--- src/rtl/pipe_pkg.sv ---
// -----------------------------------------------------------------------------
// pipe_pkg
// Shared definitions for the 3-stage pipeline sequencing controller:
//   - default register-file address width and execute latency-count width
//   - controller run-state enum
//   - bundle of pipeline-register enable/clear strobes, with named presets
// No ports (package).
// -----------------------------------------------------------------------------
package pipe_pkg;

    localparam int DEF_REG_AW = 4;
    localparam int DEF_LAT_W  = 4;

    typedef enum logic [1:0] {
        IDLE   = 2'd0,
        RUN    = 2'd1,
        DRAIN  = 2'd2,
        HALTED = 2'd3
    } state_e;

    // Strobes that steer the PC and the two pipeline registers.
    typedef struct packed {
        logic pc_en;
        logic ifid_en;
        logic ifid_clr;
        logic idex_en;
        logic idex_clr;
    } pipe_ctl_t;

    // Everything frozen: idle, multi-cycle stall, or drain retire.
    localparam pipe_ctl_t CTL_NONE = '{
        pc_en: 1'b0, ifid_en: 1'b0, ifid_clr: 1'b0, idex_en: 1'b0, idex_clr: 1'b0
    };

    // Normal advance of every stage.
    localparam pipe_ctl_t CTL_ADV = '{
        pc_en: 1'b1, ifid_en: 1'b1, ifid_clr: 1'b0, idex_en: 1'b1, idex_clr: 1'b0
    };

    // Taken branch: PC loads the target, both younger stages are squashed.
    localparam pipe_ctl_t CTL_FLUSH = '{
        pc_en: 1'b1, ifid_en: 1'b0, ifid_clr: 1'b1, idex_en: 1'b0, idex_clr: 1'b1
    };

    // RAW hazard: fetch and decode hold, a bubble goes into execute.
    localparam pipe_ctl_t CTL_BUBBLE = '{
        pc_en: 1'b0, ifid_en: 1'b0, ifid_clr: 1'b0, idex_en: 1'b0, idex_clr: 1'b1
    };

    // HALT accepted: nothing new is fetched, the HALT itself is dropped.
    localparam pipe_ctl_t CTL_HALT = '{
        pc_en: 1'b0, ifid_en: 1'b0, ifid_clr: 1'b1, idex_en: 1'b0, idex_clr: 1'b1
    };

endpackage

--- src/rtl/pipe_ctrl_if.sv ---
// -----------------------------------------------------------------------------
// pipe_ctrl_if
// Bundle between the datapath and the pipeline controller.
//   Datapath -> controller : start, halt_dec, id_rs1, id_rs2, id_uses_rs2,
//                            ex_rd, ex_wr, ex_lat, br_taken
//   Controller -> datapath : pc_en, ifid_en, ifid_clr, idex_en, idex_clr,
//                            rf_we, id_valid, ex_valid, halted
// Modports:
//   master : the controller, which drives the pipeline strobes
//   slave  : the datapath side (or a testbench standing in for it)
// -----------------------------------------------------------------------------
interface pipe_ctrl_if #(
    parameter int REG_AW = pipe_pkg::DEF_REG_AW,
    parameter int LAT_W  = pipe_pkg::DEF_LAT_W
) ();

    logic              start;
    logic              halt_dec;
    logic [REG_AW-1:0] id_rs1;
    logic [REG_AW-1:0] id_rs2;
    logic              id_uses_rs2;
    logic [REG_AW-1:0] ex_rd;
    logic              ex_wr;
    logic [LAT_W-1:0]  ex_lat;
    logic              br_taken;

    logic              pc_en;
    logic              ifid_en;
    logic              ifid_clr;
    logic              idex_en;
    logic              idex_clr;
    logic              rf_we;
    logic              id_valid;
    logic              ex_valid;
    logic              halted;

    modport master (
        input  start, halt_dec, id_rs1, id_rs2, id_uses_rs2,
               ex_rd, ex_wr, ex_lat, br_taken,
        output pc_en, ifid_en, ifid_clr, idex_en, idex_clr,
               rf_we, id_valid, ex_valid, halted
    );

    modport slave (
        output start, halt_dec, id_rs1, id_rs2, id_uses_rs2,
               ex_rd, ex_wr, ex_lat, br_taken,
        input  pc_en, ifid_en, ifid_clr, idex_en, idex_clr,
               rf_we, id_valid, ex_valid, halted
    );

endinterface

--- src/rtl/hazard_unit.sv ---
// -----------------------------------------------------------------------------
// hazard_unit
// Combinational read-after-write check between the decode instruction and the
// instruction in execute. Kept separate so a forwarding network can reuse the
// same comparators later.
// Ports:
//   i_id_valid    decode holds a real instruction
//   i_ex_valid    execute holds a real instruction
//   i_ex_wr       execute instruction writes a register
//   i_id_rs1      decode source register 1
//   i_id_rs2      decode source register 2
//   i_id_uses_rs2 decode instruction actually reads rs2
//   i_ex_rd       execute destination register
//   o_hazard      decode must wait one cycle for the write-back
// -----------------------------------------------------------------------------
module hazard_unit #(
    parameter int REG_AW = pipe_pkg::DEF_REG_AW
) (
    input  logic              i_id_valid,
    input  logic              i_ex_valid,
    input  logic              i_ex_wr,
    input  logic [REG_AW-1:0] i_id_rs1,
    input  logic [REG_AW-1:0] i_id_rs2,
    input  logic              i_id_uses_rs2,
    input  logic [REG_AW-1:0] i_ex_rd,
    output logic              o_hazard
);

    logic w_rs1_match;
    logic w_rs2_match;

    assign w_rs1_match = (i_id_rs1 == i_ex_rd);
    // rs2 only counts when the opcode reads it; immediates reuse that field.
    assign w_rs2_match = i_id_uses_rs2 & (i_id_rs2 == i_ex_rd);

    assign o_hazard = i_id_valid & i_ex_valid & i_ex_wr & (w_rs1_match | w_rs2_match);

endmodule

--- src/rtl/pipe_ctrl.sv ---
// -----------------------------------------------------------------------------
// pipe_ctrl
// Sequencing controller for the fetch/decode/execute pipeline. Owns only the
// stage valid bits, the execute extra-latency counter and the run state; it
// steers the PC, IF/ID and ID/EX registers and the register-file write strobe.
// Ports:
//   clk     rising-edge clock
//   res     synchronous active-high reset, dominant over every other input
//   io_bus  pipe_ctrl_if.master (datapath status in, pipeline strobes out)
// Stall priority in RUN, highest first: multi-cycle execute, taken branch,
// RAW hazard, HALT in decode, normal advance.
// -----------------------------------------------------------------------------
module pipe_ctrl #(
    parameter int REG_AW = pipe_pkg::DEF_REG_AW,
    parameter int LAT_W  = pipe_pkg::DEF_LAT_W
) (
    input  logic        clk,
    input  logic        res,
    pipe_ctrl_if.master io_bus
);

    import pipe_pkg::*;

    state_e           r_state;
    logic             r_id_valid;
    logic             r_ex_valid;
    logic [LAT_W-1:0] r_ex_cnt;

    state_e           w_state_nxt;
    logic             w_id_valid_nxt;
    logic             w_ex_valid_nxt;
    logic [LAT_W-1:0] w_ex_cnt_nxt;
    pipe_ctl_t        w_ctl;

    logic             w_active;
    logic             w_ex_busy;
    logic             w_ex_done;
    logic             w_hazard;

    assign w_active  = (r_state == RUN) || (r_state == DRAIN);
    assign w_ex_busy = r_ex_valid & (r_ex_cnt != '0);
    assign w_ex_done = r_ex_valid & (r_ex_cnt == '0);

    hazard_unit #(
        .REG_AW (REG_AW)
    ) u_hazard (
        .i_id_valid    (r_id_valid),
        .i_ex_valid    (r_ex_valid),
        .i_ex_wr       (io_bus.ex_wr),
        .i_id_rs1      (io_bus.id_rs1),
        .i_id_rs2      (io_bus.id_rs2),
        .i_id_uses_rs2 (io_bus.id_uses_rs2),
        .i_ex_rd       (io_bus.ex_rd),
        .o_hazard      (w_hazard)
    );

    // -------------------------------------------------------------------------
    // State register
    // -------------------------------------------------------------------------
    // NOTE: only control state lives here and all of it is reset; the
    // controller holds no data storage that would need to be left unreset.
    always_ff @(posedge clk) begin
        // NOTE: sequential state uses non-blocking assignments so every
        // register samples the pre-edge values regardless of statement order.
        if (res) begin
            r_state    <= IDLE;
            r_id_valid <= 1'b0;
            r_ex_valid <= 1'b0;
            r_ex_cnt   <= '0;
        end else begin
            r_state    <= w_state_nxt;
            r_id_valid <= w_id_valid_nxt;
            r_ex_valid <= w_ex_valid_nxt;
            r_ex_cnt   <= w_ex_cnt_nxt;
        end
    end

    // -------------------------------------------------------------------------
    // Next state and pipeline strobes
    // -------------------------------------------------------------------------
    always_comb begin
        // NOTE: every variable written here gets a default first, so no path
        // through the case tree can leave one unassigned and infer a latch.
        w_state_nxt    = r_state;
        w_id_valid_nxt = r_id_valid;
        w_ex_valid_nxt = r_ex_valid;
        w_ex_cnt_nxt   = r_ex_cnt;
        w_ctl          = CTL_NONE;

        unique case (r_state)
            IDLE, HALTED: begin
                w_id_valid_nxt = 1'b0;
                w_ex_valid_nxt = 1'b0;
                w_ex_cnt_nxt   = '0;
                if (io_bus.start) begin
                    w_state_nxt = RUN;
                end
            end

            RUN: begin
                if (w_ex_busy) begin
                    // Counter only moves while non-zero, so it never wraps.
                    w_ex_cnt_nxt = r_ex_cnt - LAT_W'(1);
                end else if (w_ex_done & io_bus.br_taken) begin
                    w_ctl          = CTL_FLUSH;
                    w_id_valid_nxt = 1'b0;
                    w_ex_valid_nxt = 1'b0;
                end else if (w_hazard) begin
                    // The producer writes back at this same edge, so a single
                    // bubble is enough for decode to read the new value.
                    w_ctl          = CTL_BUBBLE;
                    w_ex_valid_nxt = 1'b0;
                end else if (r_id_valid & io_bus.halt_dec) begin
                    // A busy producer was caught by the first branch, so the
                    // execute instruction retires now and HALT never enters EX.
                    w_ctl          = CTL_HALT;
                    w_id_valid_nxt = 1'b0;
                    w_ex_valid_nxt = 1'b0;
                    w_state_nxt    = DRAIN;
                end else begin
                    w_ctl          = CTL_ADV;
                    w_id_valid_nxt = 1'b1;
                    w_ex_valid_nxt = r_id_valid;
                    w_ex_cnt_nxt   = r_id_valid ? io_bus.ex_lat : '0;
                end
            end

            DRAIN: begin
                if (w_ex_busy) begin
                    w_ex_cnt_nxt = r_ex_cnt - LAT_W'(1);
                end else if (w_ex_done & io_bus.br_taken) begin
                    // A taken branch older than the HALT squashes it.
                    w_ctl          = CTL_FLUSH;
                    w_id_valid_nxt = 1'b0;
                    w_ex_valid_nxt = 1'b0;
                    w_state_nxt    = RUN;
                end else begin
                    w_ex_valid_nxt = 1'b0;
                    w_state_nxt    = HALTED;
                end
            end

            default: begin
                w_state_nxt = IDLE;
            end
        endcase
    end

    // -------------------------------------------------------------------------
    // Outputs
    // -------------------------------------------------------------------------
    assign io_bus.pc_en    = w_ctl.pc_en;
    assign io_bus.ifid_en  = w_ctl.ifid_en;
    assign io_bus.ifid_clr = w_ctl.ifid_clr;
    assign io_bus.idex_en  = w_ctl.idex_en;
    assign io_bus.idex_clr = w_ctl.idex_clr;
    // Write-back fires on the single cycle the execute instruction completes.
    assign io_bus.rf_we    = w_active & w_ex_done & io_bus.ex_wr;
    assign io_bus.id_valid = r_id_valid;
    assign io_bus.ex_valid = r_ex_valid;
    assign io_bus.halted   = (r_state == HALTED);

endmodule

--- src/flat_wrapper.sv ---
// flat-port wrapper written by rule: the top's interface ports become plain ports
module pipe_ctrl_flat import pipe_pkg::*;
#(
    parameter int REG_AW = pipe_pkg::DEF_REG_AW,
    parameter int LAT_W  = pipe_pkg::DEF_LAT_W
)
  (clk, res, io_bus_start, io_bus_halt_dec, io_bus_id_rs1, io_bus_id_rs2, io_bus_id_uses_rs2, io_bus_ex_rd, io_bus_ex_wr, io_bus_ex_lat, io_bus_br_taken, io_bus_pc_en, io_bus_ifid_en, io_bus_ifid_clr, io_bus_idex_en, io_bus_idex_clr, io_bus_rf_we, io_bus_id_valid, io_bus_ex_valid, io_bus_halted);
  pipe_ctrl_if #(.REG_AW(REG_AW), .LAT_W(LAT_W)) io_bus_i ();
  input  logic clk;
  input  logic res;
  input wire logic [$bits(io_bus_i.start)-1:0] io_bus_start;
  input wire logic [$bits(io_bus_i.halt_dec)-1:0] io_bus_halt_dec;
  input wire logic [$bits(io_bus_i.id_rs1)-1:0] io_bus_id_rs1;
  input wire logic [$bits(io_bus_i.id_rs2)-1:0] io_bus_id_rs2;
  input wire logic [$bits(io_bus_i.id_uses_rs2)-1:0] io_bus_id_uses_rs2;
  input wire logic [$bits(io_bus_i.ex_rd)-1:0] io_bus_ex_rd;
  input wire logic [$bits(io_bus_i.ex_wr)-1:0] io_bus_ex_wr;
  input wire logic [$bits(io_bus_i.ex_lat)-1:0] io_bus_ex_lat;
  input wire logic [$bits(io_bus_i.br_taken)-1:0] io_bus_br_taken;
  output wire logic [$bits(io_bus_i.pc_en)-1:0] io_bus_pc_en;
  output wire logic [$bits(io_bus_i.ifid_en)-1:0] io_bus_ifid_en;
  output wire logic [$bits(io_bus_i.ifid_clr)-1:0] io_bus_ifid_clr;
  output wire logic [$bits(io_bus_i.idex_en)-1:0] io_bus_idex_en;
  output wire logic [$bits(io_bus_i.idex_clr)-1:0] io_bus_idex_clr;
  output wire logic [$bits(io_bus_i.rf_we)-1:0] io_bus_rf_we;
  output wire logic [$bits(io_bus_i.id_valid)-1:0] io_bus_id_valid;
  output wire logic [$bits(io_bus_i.ex_valid)-1:0] io_bus_ex_valid;
  output wire logic [$bits(io_bus_i.halted)-1:0] io_bus_halted;
  assign io_bus_i.start = io_bus_start;
  assign io_bus_i.halt_dec = io_bus_halt_dec;
  assign io_bus_i.id_rs1 = io_bus_id_rs1;
  assign io_bus_i.id_rs2 = io_bus_id_rs2;
  assign io_bus_i.id_uses_rs2 = io_bus_id_uses_rs2;
  assign io_bus_i.ex_rd = io_bus_ex_rd;
  assign io_bus_i.ex_wr = io_bus_ex_wr;
  assign io_bus_i.ex_lat = io_bus_ex_lat;
  assign io_bus_i.br_taken = io_bus_br_taken;
  assign io_bus_pc_en = io_bus_i.pc_en;
  assign io_bus_ifid_en = io_bus_i.ifid_en;
  assign io_bus_ifid_clr = io_bus_i.ifid_clr;
  assign io_bus_idex_en = io_bus_i.idex_en;
  assign io_bus_idex_clr = io_bus_i.idex_clr;
  assign io_bus_rf_we = io_bus_i.rf_we;
  assign io_bus_id_valid = io_bus_i.id_valid;
  assign io_bus_ex_valid = io_bus_i.ex_valid;
  assign io_bus_halted = io_bus_i.halted;
  pipe_ctrl #(.REG_AW(REG_AW), .LAT_W(LAT_W)) u_core (.clk(clk), .res(res), .io_bus(io_bus_i));
endmodule
--- config.mk ---
export PLATFORM = sky130hd
export DESIGN_NAME = pipe_ctrl_flat
export DESIGN_NICKNAME = d
export VERILOG_FILES = /design/src/rtl/pipe_pkg.sv /design/src/rtl/pipe_ctrl_if.sv /design/src/rtl/hazard_unit.sv /design/src/rtl/pipe_ctrl.sv /design/src/flat_wrapper.sv
export SDC_FILE = /design/constraint.sdc
export NUM_CORES = 1
export LEC_CHECK = 0
export CAP_MARGIN = 10
export CORE_UTILIZATION = 55
export CTS_BUF_LIST = sky130_fd_sc_hd__clkbuf_8
export DETAILED_ROUTE_END_ITERATION = 6
export DONT_BUFFER_PORTS = 1
export GPL_TIMING_DRIVEN = 0
export PLACE_DENSITY = 0.8
export SETUP_SLACK_MARGIN = 0.15
export SYNTH_ARGS = -nofsm -noshare
export SYNTH_HDL_FRONTEND = slang
export SYNTH_SLANG_ARGS = --single-unit
--- constraint.sdc ---
create_clock -name clk -period 2.7 [get_ports clk]
set_clock_uncertainty 0.2 [all_clocks]
set_input_delay 0.27 -clock clk [delete_from_list [all_inputs] [get_ports clk]]
set_output_delay 0.27 -clock clk [all_outputs]
set_load 0.005 [all_outputs]
==> reports/metrics.yaml, run 1 <==
synth:
  avgSynthCellArea_sq_um: 7.76
  synthTopCellsByArea: "dfxtp_1, xnor2_1, ha_1, mux2i_1, nand2_1"
  syn_area_sq_um: 792
  seq_area_frac_synth: 0.202
  syn_nets: 131
  synth_top_area_share: 0.202
  ys.warnings.count: 0
  synth-seq-cells: 8
  synthDominantAreaCellType: "dfxtp_1"
  synth_cell_types: 31
  syn_inst: 102
worst_setup_path:
  path_max_fanout: 8
  r2r_end: "u_core.r_state[0]"
  cp-end-kind: "output pin"
  cp.required_ns: 2.23
  slowest_stage: "o21ai_0"
  crit_path_start: "u_core.r_ex_cnt[0]"
  cp_data_arrival_time_ns: 1.96
  max_stage_delay_ns: 0.39
  r2r_cells: 8
  r2r_slack_ns: 0.42
  worstSetupStartpointType: "flop"
  path_cells: "inv_1, ha_1, or3b_1, buf_2, o21ai_0, nor4_4, buf_4"
  path_class: "reg -> out"
  worstReg2RegStart: "u_core.r_ex_cnt[0]"
final_layout:
  diodes: 0
  drive_gt1_frac: 0.124
  fill_cells: 108
  area_delta_synth_final_pct: 11.2
  layout.nets: 136
  multi_input_area_sq_um: 617
  seq_area_sq_um: 160
route:
  viasPerCell: 6.06
  drc: 0
  ant_nets: 0
  avgRoutedWirePerCell_um: 14.2
  dr.pass1.iters: 4
  drtIter0Drc: 13
  via_count: 727
  wl_mm: 1.70
global_routing:
  grt_pass1_vias: 640
  grt_use_met1: 0.319
  grt_overflow_total: 0
  grt_max_degree: 11
  gr-usage-met3: 0.106
  track_usage: 0.251
  grt.busiest_layer: "met2"
  grt_pass1_wl_mm: 2.68
  grt_use_met2: 0.415
  antenna_found_initial: 0
min_path:
  hp-class: "in -> reg"
  hp-start: "io_bus_halt_dec"
  hold_end: "u_core.io_bus.ex_valid"
  min_delay_path_depth: 2
clock_tree:
  cts_buffers: 3
  hold_buffers: 0
  ctsLongestPathBuffers: 2
  root_buffer: "clkbuf_8"
  insertion_delay_ns: 0.23
  clock_sinks: 8
  clk_pin_slew_ns: 0.04
  tritoncts: "done"
  h-tree-depth: 1
die:
  die_area_sq_mm: 0.00160
  core_area_sq_mm: 0.00132
  die_h_um: 39.9
  rows: 13
  fp.dieW_um: 39.9
  ios: 32
  start_util: 0.601
sta:
  setup_tns_ns: 0
  rsz0062_at_grt: "true"
  finalCritPeriodShare: 0.901
  report.final.hold_viol_count: 0
  relSlewSlack: 0.609
  fin_ws_ns: 0.268
  finalMaxSlewViolations: 0
  fin_crit_ns: 2.43
  max_freq_ghz: 0.411
  worst_pin_slew_ns: 0.587
  setup_viol: 0
power_and_ir_drop:
  switching_share: 0.383
  powerDensity_mw_per_mm2: 611
  ir_worst_vdd_v: 0.000371
  leakage_nw: 0.296
  pwr-share-comb: 0.448
  p_int_w: 0.000332
  seq_power_share: 0.290
  p_clk_frac: 0.262
  p_switching_w: 0.000206
placed_design:
  hpwl_mm: 1.34
  pre_cts_slack_ns: 0.288
  gp_congestion: 0.755
  port_buffers: 0
flow_run:
  drv_cap: 0
run_status:
  outcome: "completed"
## placed cells by master, fill, tap and decap left out
master,synthesis,layout
o21a_1,4,4
o2bb2ai_1,4,4
or4b_1,1,1
clkbuf_8,0,3
nand2_1,11,10
dfxtp_1,8,8
clkbuf_1,1,1
o22ai_1,1,1
nor2b_1,1,1
a21oi_2,0,1
a31oi_1,1,1
nand2_2,0,1
nand4_1,3,3
buf_4,1,1
nor2_1,8,7
nor3_1,3,3
ha_1,6,6
or3b_1,1,1
nor2_4,0,1
nand3_1,1,1
a221o_2,1,1
nor4_4,0,1
buf_2,2,2
xnor2_1,10,10
a21oi_4,1,1
and2_1,3,3
a32oi_1,1,1
buf_1,1,1
o221ai_1,1,1
mux2i_1,5,5
o21ai_0,5,5
nand2b_1,5,5
mux2_2,1,1
a21oi_1,5,4
inv_1,5,5
## worst max-delay path, delay by kind of cell, from the launching register on
| family | cells | cell delay (ns) |
|---|---|---|
| buffers and inverters | 3 | 0.44 |
| and+or+nand+nor | 2 | 0.44 |
| AOI/OAI and AO/OA | 1 | 0.39 |
| adders and majority gates | 1 | 0.14 |
| DFF | 1 | 0.32 |
## registers in the layout, summed over array words and instances (netlist names)
| signal | cells |
|---|---|
| u_core.io_bus.ex_valid | 1 |
| u_core.io_bus.id_valid | 1 |
| u_core.r_ex_cnt | 4 |
| u_core.r_state | 2 |
## layout make-up
| type | instances | share of cell area |
|---|---|---|
| Multi-Input combinational cell | 84 | 0.700 |
| Sequential cell | 8 | 0.182 |
| Clock buffer | 3 | 0.0469 |
| Buffer | 5 | 0.0284 |
| Inverter | 5 | 0.0213 |
| Tap cell | 15 | 0.0213 |
## metal layers
layer / vias up / wire [um]
met5: - / 0
met1: 339 / 768
met4: 0 / 0
li1: 367 / -
met2: 21 / 870
met3: 0 / 61
## per-stage QoR
stage               std cells  hold slack [ns]  power, W   util  cell area, sq um
floorplan                 102            0.255  0.000333      -               792
CTS                       120           0.0462  0.000537  0.664               875
detailed placement        117            0.283  0.000376  0.615               811
finish                    120           0.0533  0.000538  0.669               881
global placement          117            0.281  0.000367  0.615               811
global route              120           0.0506  0.000578  0.669               881
## power groups by stage
stage | combinational [W] | clock, W | sequential [W]
after floorplan | 0.000180 | 0 | 0.000152
after global placement | 0.000211 | 0 | 0.000156
after detailed placement | 0.000218 | 0 | 0.000158
after CTS | 0.000237 | 0.000144 | 0.000156
after global routing | 0.000269 | 0.000151 | 0.000159
final | 0.000241 | 0.000141 | 0.000156
## synth_stat cells, drive strengths merged
master   instances
o2bb2ai          4
mux2i            5
mux2             1
nor2b            1
nand2           11
o22ai            1
nand3            1
nand4            3
or3b             1
o221ai           1
xnor2           10
a31oi            1
dfxtp            8
o21a             4
nor2             8
nand2b           5
a32oi            1
ha               6
o21ai            5
inv              5
nor3             3
a221o            1
a21oi            6
buf              4
clkbuf           1
and2             3
or4b             1
nor4             1
## cell families (layout without fill, tap and decap cells)
logic type | Yosys count | after routing | share of synthesized area
and+or+nand+nor | 38 | 38 | 0.242
DFF | 8 | 8 | 0.202
muxes | 6 | 6 | 0.0774
xor gates and xnor gates | 10 | 10 | 0.111
buffers and inverters | 10 | 13 | 0.0553
adders and majority gates | 6 | 6 | 0.0948
AOI/OAI and AO/OA | 24 | 24 | 0.218
## worst max path at each step
stage,to,slack (ns),depth (start not counted)
after floorplan,io_bus_ifid_en,0.49,8
after global placement,io_bus_ifid_clr,0.35,8
after detailed placement,io_bus_ifid_clr,0.29,8
after CTS,io_bus_ifid_en,0.17,8
after global routing,io_bus_ifid_en,0.14,7
final,io_bus_ifid_en,0.27,7
## timing repair
action                                  CTS  global route
gates resized for setup                   4             2
setup buffers                             0             0
pin swaps                                 0             3
endpoints found under the setup margin    4             4
(Power assumes the default switching activity.)
==> inputs of run 2 (changes only) <==
CELL_PAD_IN_SITES_DETAIL_PLACEMENT = 1   (was not set)
CELL_PAD_IN_SITES_GLOBAL_PLACEMENT = 1   (was not set)
CORE_MARGIN = 2   (was not set)
CORE_UTILIZATION = 45   (was 55)
PLACE_DENSITY = 0.9   (was 0.8)
==> run 2 against run 1 <==
Net effect:
- via count up 4.7%
- maximum frequency down 0.39%
- power up 1.3%
- first-iteration DRC count down 38%
- setup slack worse by 0.0095 ns
==> reports/metrics.yaml, run 2 (same netlist as run 1, synthesis figures left out) <==
final_layout:
  largest_register: "u_core.r_ex_cnt"  # unchanged
  area_delta_synth_final_pct: 11.2  # unchanged
  drive_gt1_frac: 0.114  # was 0.124
  multi_input_area_sq_um: 614  # was 617 sq um
  largest_reg_flops: 4  # unchanged
  diodes: 0  # unchanged
  utilization: 0.521  # was 0.669
  fill_cells: 222  # was 108
  layout_common_cells: "nand2_1, xnor2_1, dfxtp_1"  # unchanged
  top_regs: "u_core.r_ex_cnt: 4 flops, u_core.r_state: 2 flops"  # unchanged
  final_common_cell: "nand2_1"
  layout.nets: 136  # unchanged
  seq_area_sq_um: 160  # unchanged
worst_setup_path:
  r2r_slack_ns: 0.41  # was 0.42 ns
  path_cells: "inv_1, ha_1, or3b_1, buf_2, nand2_1, nand2_1, a21oi_2, o21a_1"  # was inv_1, ha_1, or3b_1, buf_2, o21ai_0, nor4_4, buf_4
  worstSetupStartpointType: "flop"  # unchanged
  path_class: "reg -> out"  # unchanged
  r2r_end: "u_core.r_state[0]"  # unchanged
  slowest_stage: "dfxtp_1"  # was o21ai_0
  cp-end-kind: "output pin"  # unchanged
  r2r_cells: 8  # unchanged
  cp.required_ns: 2.23  # about the same
  cp_data_arrival_time_ns: 1.97  # was 1.96 ns
  path_max_fanout: 8  # unchanged
  cp_common_cell: "nand2_1"
  max_stage_delay_ns: 0.33  # was 0.39 ns
  worstReg2RegStart: "u_core.r_ex_cnt[0]"  # unchanged
die:
  core_area_sq_mm: 0.00169  # was 0.00132 sq mm
  die_h_um: 46.0  # was 39.9 um
  ios: 32  # unchanged
  start_util: 0.469  # was 0.601
  fp.dieW_um: 46.0  # was 39.9 um
  die_area_sq_mm: 0.00211  # was 0.00160 sq mm
  rows: 15  # was 13
clock_tree:
  tritoncts: "done"  # unchanged
  clk_pin_slew_ns: 0.04  # about the same
  insertion_delay_ns: 0.23  # about the same
  ctsLongestPathBuffers: 2  # unchanged
  cts_buffers: 3  # unchanged
  root_buffer: "clkbuf_8"  # unchanged
  hold_buffers: 0  # unchanged
  clock_sinks: 8  # unchanged
  h-tree-depth: 1  # unchanged
route:
  ant_nets: 0  # unchanged
  dr.pass1.iters: 4  # unchanged
  avgRoutedWirePerCell_um: 16.8  # was 14.2 um
  wl_mm: 2.04  # was 1.70 mm
  drc: 0  # unchanged
  via_count: 761  # was 727
  viasPerCell: 6.24  # was 6.06
  drtIter0Drc: 8  # was 13
sta:
  setup_viol: 0  # unchanged
  finalCritPeriodShare: 0.904  # was 0.901
  finalMaxSlewViolations: 0  # unchanged
  whs_ns: 0.0407  # was 0.0533 ns
  rsz0062_at_grt: "false"  # was true
  worst_pin_slew_ns: 0.638  # was 0.587 ns
  setup_tns_ns: 0  # unchanged
  fin_crit_ns: 2.44  # was 2.43 ns
  relSlewSlack: 0.574  # was 0.609
  report.final.hold_viol_count: 0  # unchanged
  max_freq_ghz: 0.410  # was 0.411 GHz
power_and_ir_drop:
  seq_power_share: 0.289  # was 0.290
  switching_share: 0.392  # was 0.383
  leakage_nw: 0.296  # about the same
  power.total_w: 0.000545  # was 0.000538 W
  p_switching_w: 0.000213  # was 0.000206 W
  powerDensity_mw_per_mm2: 619  # was 611 mW/mm^2
  p_int_w: 0.000331  # was 0.000332 W
  ir_worst_vdd_v: 0.000356  # was 0.000371 V
  p_clk_frac: 0.260  # was 0.262
  pwr-share-comb: 0.452  # was 0.448
run_status:
  outcome: "completed"  # unchanged
global_routing:
  track_usage: 0.216  # was 0.251
  grt_overflow_total: 0  # unchanged
  grt_pass1_vias: 756  # was 640
  grt_max_degree: 11  # unchanged
  grt_pass1_wl_mm: 3.33  # was 2.68 mm
  antenna_found_initial: 0  # unchanged
min_path:
  hold_end: "u_core.io_bus.ex_valid"  # unchanged
  min_delay_path_depth: 2  # unchanged
  hp-class: "in -> reg"  # unchanged
  hp-start: "io_bus_halt_dec"  # unchanged
flow_run:
  drv_cap: 0  # unchanged
placed_design:
  hpwl_mm: 1.64  # was 1.34 mm
  port_buffers: 0  # unchanged
  gp_congestion: 0.832  # was 0.755
-- run 2: how the worst max path moves through the flow --
stage / start / slack, ns / cells past startpoint / end
global route: u_core.r_ex_cnt[0] / 0.15 / 8 / io_bus_ifid_en
global placement: u_core.r_ex_cnt[0] / 0.29 / 8 / io_bus_ifid_clr
finish: u_core.r_ex_cnt[0] / 0.26 / 8 / io_bus_pc_en
floorplan: u_core.r_ex_cnt[0] / 0.49 / 8 / io_bus_ifid_en
CTS: u_core.r_ex_cnt[0] / 0.17 / 8 / io_bus_ifid_en
detailed placement: u_core.r_ex_cnt[0] / 0.24 / 8 / io_bus_ifid_clr
-- run 2: power groups by stage --
stage	clock [W]	combinational, W	sequential (W)
after detailed placement	0	0.000225	0.000159
after CTS	0.000147	0.000243	0.000157
after floorplan	0	0.000180	0.000152
final	0.000141	0.000246	0.000157
after global placement	0	0.000213	0.000156
after global routing	0.000155	0.000268	0.000158
-- run 2: area by class of cell --
cell class	instances	share of cell area
plain buffers	5	0.0284
clock buffers	3	0.0469
well taps	17	0.0241
flip-flops and latches	8	0.182
multi-input cells	84	0.697
inverters	5	0.0213
-- run 2: critical path: cells and delay by family (launching register included) --
family	cells	cell delay [ns]
AO/OA/AOI/OAI	2	0.38
flip-flops	1	0.33
AND/OR/NAND/NOR	3	0.60
buffers and inverters	2	0.28
adder cells (fa/ha/maj)	1	0.15
-- run 2: repair_timing --
item                                    CTS  global route
gates cloned                              0             0
gates resized for setup                   4             1
pin swaps                                 0             2
setup buffers                             0             0
endpoints found under the setup margin    4             4
-- run 2: per-stage QoR --
step / cells / setup slack, ns / cell area (sq um)
after floorplan: 102 / 0.493 / 792
after global placement: 119 / 0.292 / 813
after detailed placement: 119 / 0.236 / 813
after CTS: 122 / 0.165 / 877
after global routing: 122 / 0.152 / 881
final: 122 / 0.258 / 881
-- run 2: metal layers --
metal | GRT usage | share of wire
met1 | 0.267 | 0.42
met2 | 0.372 | 0.53
met3 | 0.0754 | 0.048
met4 | 0.0171 | 0
met5 | 0 | 0
